### src/rtl/fetch_unit.sv
// Instruction fetch stage: owns the PC, issues one word fetch at a time over req/gnt/rvalid,
// and buffers returned words with their PC in a small FIFO for decode. Branch flush redirects.
module fetch_unit #(
   parameter logic [31:0] RESET_PC   = 32'h0000_0000,
   parameter int          FIFO_DEPTH = 2
) (
   input  logic        clk,
   input  logic        rst_n,
   input  logic        i_branch_flush,
   input  logic [31:0] i_branch_pc,
   output logic        o_imem_req,
   output logic [31:0] o_imem_addr,
   input  logic        i_imem_gnt,
   input  logic        i_imem_rvalid,
   input  logic [31:0] i_imem_rdata,
   output logic        o_if_valid,
   output logic [31:0] o_if_instr,
   output logic [31:0] o_if_pc,
   input  logic        i_id_ready
);
   localparam int PTR_W = $clog2(FIFO_DEPTH);
   localparam int CNT_W = $clog2(FIFO_DEPTH + 1);

   typedef struct packed {
      logic [31:0] pc;
      logic [31:0] instr;
   } if_entry_t;

   typedef enum logic [1:0] {REQ, WAIT, DROP} state_t;

   state_t             state_q, state_d;
   logic [31:0]        pc_q, pc_d, pend_pc_q;
   logic               run_q;
   if_entry_t          fifo_q [FIFO_DEPTH];
   logic [PTR_W-1:0]   rd_ptr_q, wr_ptr_q;
   logic [CNT_W-1:0]   count_q;
   logic               full, fire, push, pop;

   // run_q holds off the first request until one edge after reset release
   assign full        = (count_q == CNT_W'(FIFO_DEPTH));
   assign o_imem_req  = run_q && (state_q == REQ) && !full;
   assign o_imem_addr = pc_q;
   assign fire        = o_imem_req && i_imem_gnt;
   assign push        = (state_q == WAIT) && i_imem_rvalid && !i_branch_flush;
   assign o_if_valid  = (count_q != '0);
   assign pop         = o_if_valid && i_id_ready && !i_branch_flush;
   assign o_if_instr  = fifo_q[rd_ptr_q].instr;
   assign o_if_pc     = fifo_q[rd_ptr_q].pc;

   always_comb begin
      state_d = state_q;
      pc_d    = pc_q;
      case (state_q)
         REQ:  if (fire) state_d = i_branch_flush ? DROP : WAIT;
         WAIT: if (i_imem_rvalid) state_d = REQ;
               else if (i_branch_flush) state_d = DROP;
         DROP: if (i_imem_rvalid) state_d = REQ;
         default: state_d = REQ;
      endcase
      // a flush wins over the increment of a same-cycle grant
      if (i_branch_flush)
         pc_d = i_branch_pc & ~32'h3;
      else if (fire)
         pc_d = pc_q + 32'd4;
   end

   always_ff @(posedge clk or negedge rst_n) begin
      if (!rst_n) begin
         state_q   <= REQ;
         pc_q      <= RESET_PC;
         pend_pc_q <= '0;
         run_q     <= 1'b0;
      end else begin
         state_q <= state_d;
         pc_q    <= pc_d;
         run_q   <= 1'b1;
         if (fire) pend_pc_q <= pc_q;
      end
   end

   always_ff @(posedge clk or negedge rst_n) begin
      if (!rst_n) begin
         rd_ptr_q <= '0;
         wr_ptr_q <= '0;
         count_q  <= '0;
         for (int i = 0; i < FIFO_DEPTH; i++) fifo_q[i] <= '0;
      end else if (i_branch_flush) begin
         rd_ptr_q <= '0;
         wr_ptr_q <= '0;
         count_q  <= '0;
      end else begin
         if (push) begin
            fifo_q[wr_ptr_q] <= '{pc: pend_pc_q, instr: i_imem_rdata};
            wr_ptr_q         <= wr_ptr_q + 1'b1;
         end
         if (pop) rd_ptr_q <= rd_ptr_q + 1'b1;
         case ({push, pop})
            2'b10:   count_q <= count_q + 1'b1;
            2'b01:   count_q <= count_q - 1'b1;
            default: count_q <= count_q;
         endcase
      end
   end
endmodule

### config.mk
export PLATFORM = sky130hd
export DESIGN_NAME = fetch_unit
export DESIGN_NICKNAME = d
export VERILOG_FILES = /design/src/rtl/fetch_unit.sv
export SDC_FILE = /design/constraint.sdc
export NUM_CORES = 1
export LEC_CHECK = 0
export BUFFER_PORTS_ARGS = -buffer_cell sky130_fd_sc_hd__buf_2
export CAP_MARGIN = 20
export CORE_MARGIN = 5
export CORE_UTILIZATION = 35
export DETAILED_ROUTE_END_ITERATION = 10
export GPL_ROUTABILITY_DRIVEN = 0
export PLACE_DENSITY = 0.63
export SLEW_MARGIN = 20
export SYNTH_ARGS = -nofsm -noshare
export SYNTH_HDL_FRONTEND = slang
export SYNTH_SLANG_ARGS = --single-unit
### constraint.sdc
create_clock -name clk -period 2.6 [get_ports clk]
set_clock_uncertainty 0.1 [all_clocks]
set_input_delay 0 -clock clk [delete_from_list [all_inputs] [get_ports clk]]
set_output_delay 0 -clock clk [all_outputs]
set_load 0.02 [all_outputs]
==> flow_metrics.py <==
metrics = {
    "status": {
        "outcome": "finished, final reports clean",
    },
    "logic_synthesis": {
        "synthCells": 639,
        "synth_edf_count": 0,
        "synthArstFlopShare_pct": 100,
        "synth_seq_cells": 191,
        "synth_area_leaders": "dfrtp_1 56%, mux2_2 28%, xor2_1 2.5%",
        "ys_types": 42,
        "synth_flop_cell": "dfrtp_1",
        "syn_area_um2": 8570,
        "synth_top_area_cell": "dfrtp_1",
        "synth_seq_area_share_pct": 55.8,
        "yosys-top-cells-count": "213 x mux2_2, 191 x dfrtp_1, 43 x nand2_1",
        "avgSynthCellArea_um2": 13.4,
        "yosysWarnings": 0,
        "yosysTopAreaCellShare_pct": 55.8,
        "yosysMostFrequentCell": "mux2_2",
    },
    "clock_tree": {
        "htree_levels": 4,
        "cts_buffers": 17,
        "cts_buffer_depth": 2,
        "path_clk_slew_ps": 70,
        "worstSkewPairLatency_ps": 420,
        "cts_resized": 0,
        "root_buffer": "clkbuf_16",
        "cts.sinks": 191,
        "cts_tree": "built",
    },
    "timing": {
        "min_period_ps": 2170,
        "clock.fmax_mhz": 460,
        "drv_slew": 0,
        "rsz0062_at_grt": "no",
        "relSlewSlack_pct": 56.7,
        "setup_violations": 0,
        "tns_ps": 0,
        "hold_viol": 0,
        "holdWs_ps": 30.7,
        "tightestPinTransition_ps": 650,
        "period_share_pct": 83.6,
    },
    "min_path": {
        "hold_class": "in -> reg",
        "hold_start": "i_imem_gnt",
        "min_path_cells": 5,
        "worstHoldEndpoint": "o_imem_addr[5]",
    },
    "routing": {
        "num_vias": 5775,
        "post_drt_wl_per_cell_um": 16.9,
        "drt_iter0_drc": 265,
        "detail-route-antenna-nets": 0,
        "first_pass_iters": 4,
        "totalWireLength_um": 20300,
        "remaining_drc_errors": 0,
        "viasPerCell": 4.81,
    },
    "layout": {
        "instances_no_fill": 1201,
        "final_core_util_pct": 45.5,
        "antenna_cells": 0,
        "fin_area_um2": 11000,
        "drive_gt1_share_pct": 49.3,
        "area_growth_pct": 28.7,
        "nNetsFinal": 935,
    },
    "floorplan": {
        "start_util_pct": 35.3,
        "coreArea_um2": 24200,
        "die_w_um": 166,
        "io_pins": 168,
        "dieArea_um2": 27700,
        "rows": 57,
        "die_h_um": 166,
    },
    "place": {
        "dpl.hpwl_um": 13300,
        "place.port_buffers": 161,
        "place_inst": 1104,
        "place_area_um2": 9770,
    },
    "global_route": {
        "grt_overflow": 0,
        "antenna_found_initial": 0,
        "grtUsageTotal_pct": 15.1,
        "grt_pass1_wl_um": 33800,
        "grt_pass1_vias": 6158,
        "grt_max_degree": 75,
    },
    "setup_path": {
        "arrival_ps": 2420,
        "crit_fanout": 7,
        "critPathLaunchType": "flip-flop",
        "worstRegToRegCells": 5,
        "end_kind": "flip-flop",
        "reg2reg_to": "o_imem_addr[30]",
        "cp.required_ps": 2850,
        "reg2reg_slack_ps": 430,
        "regToRegStartpoint": "o_imem_addr[10]",
        "critPathKind": "reg -> reg",
    },
    "pwr": {
        "leakage_nw": 5.28,
        "power_density_nw_per_um2": 820,
        "vdd_drop_max_mv": 0.410,
    },
    "job": {
        "drv_cap": 0,
    },
}
[sequential cells by signal, summed over array words and instances (netlist names)]
signal	flops
o_imem_addr	30
run_q	1
rd_ptr_q	1
wr_ptr_q	1
pend_pc_q	30
count_q	2
state_q	2
fifo_q	124
[final cells by class]
cell class | count | area, um^2
Multi-Input combinational cell | 408 | 3580
Timing Repair Buffer | 242 | 1640
Fill cell | 2265 | 13200
Inverter | 4 | 15.0
Clock inverter | 14 | 179
Clock buffer | 18 | 429
Tap cell | 324 | 405
Sequential cell | 191 | 4780
[cell families (layout without fill, tap and decap cells)]
group,Yosys count,count (layout),synth area share (%)
DFF,191,191,55.8
xor gates and xnor gates,27,27,2.76
adders and majority gates,1,1,0.146
AOI/OAI and AO/OA,41,41,2.57
and+or+nand+nor,117,117,7.37
buffers and inverters,43,278,2.70
other,2,5,0.0876
muxes,217,217,28.6
[layout by cell type (no fill, tap or decap), drive strengths merged, types with 3 or more instances in the layout]
cell type and instances:
mux2 215, dfrtp 191, buf 176, dlygate4sd3 65, nand2 44, o21ai 33
xor2 24, clkbuf 19, nand4 15, nor2 12, inv 11, and3 8
nand3 8, nor2b 7, conb 5, and2 4, nor3 4, xnor2 3
or3 3, bufinv 3
[per-layer routing]
metal  track usage, %  vias up  share of wire (%)
met4             3.38        0                1.0
met2             24.7      145                 48
met5                0        -                  0
met1             20.4     2889                 46
li1                 -     2726                  -
met3             3.70       15                4.6
[where the power goes]
part	switching (mW)	internal (mW)
Clock	1.19	1.54
Combinational	1.21	1.16
Sequential	0.371	3.58
[worst max-delay path by stage]
stage	from	endpoint	slack (ps)	cells after the start
floorplan	state_q[1]	pend_pc_q[26]	630	5
global placement	o_imem_addr[10]	o_imem_addr[30]	460	5
detailed placement	o_imem_addr[10]	o_imem_addr[30]	440	5
CTS	o_imem_addr[10]	o_imem_addr[30]	420	5
global route	state_q[1]	o_imem_addr[11]	270	6
finish	o_imem_addr[10]	o_imem_addr[30]	430	5
[what timing repair did]
| action | in CTS | in global routing |
|---|---|---|
| setup buffers | 0 | 0 |
| hold endpoints to repair | 202 | 0 |
| setup endpoints to repair | 0 | 0 |
| hold buffers | 65 | 0 |
[critical path: stages (launching register included)]
cell     delay [ps]
dfrtp_1         500
and3_1          320
nor2b_1         220
nand4_1         290
or4_1           500
a31oi_1         170
[metrics by stage]
| step | setup slack, ps | power, mW |
|---|---|---|
| after global routing | 266 | 9.55 |
| after detailed placement | 440 | 6.33 |
| after CTS | 416 | 9.18 |
| final | 427 | 9.04 |
| after global placement | 459 | 6.28 |
| after floorplan | 625 | 5.50 |
Power figures use the tool's default switching activity.
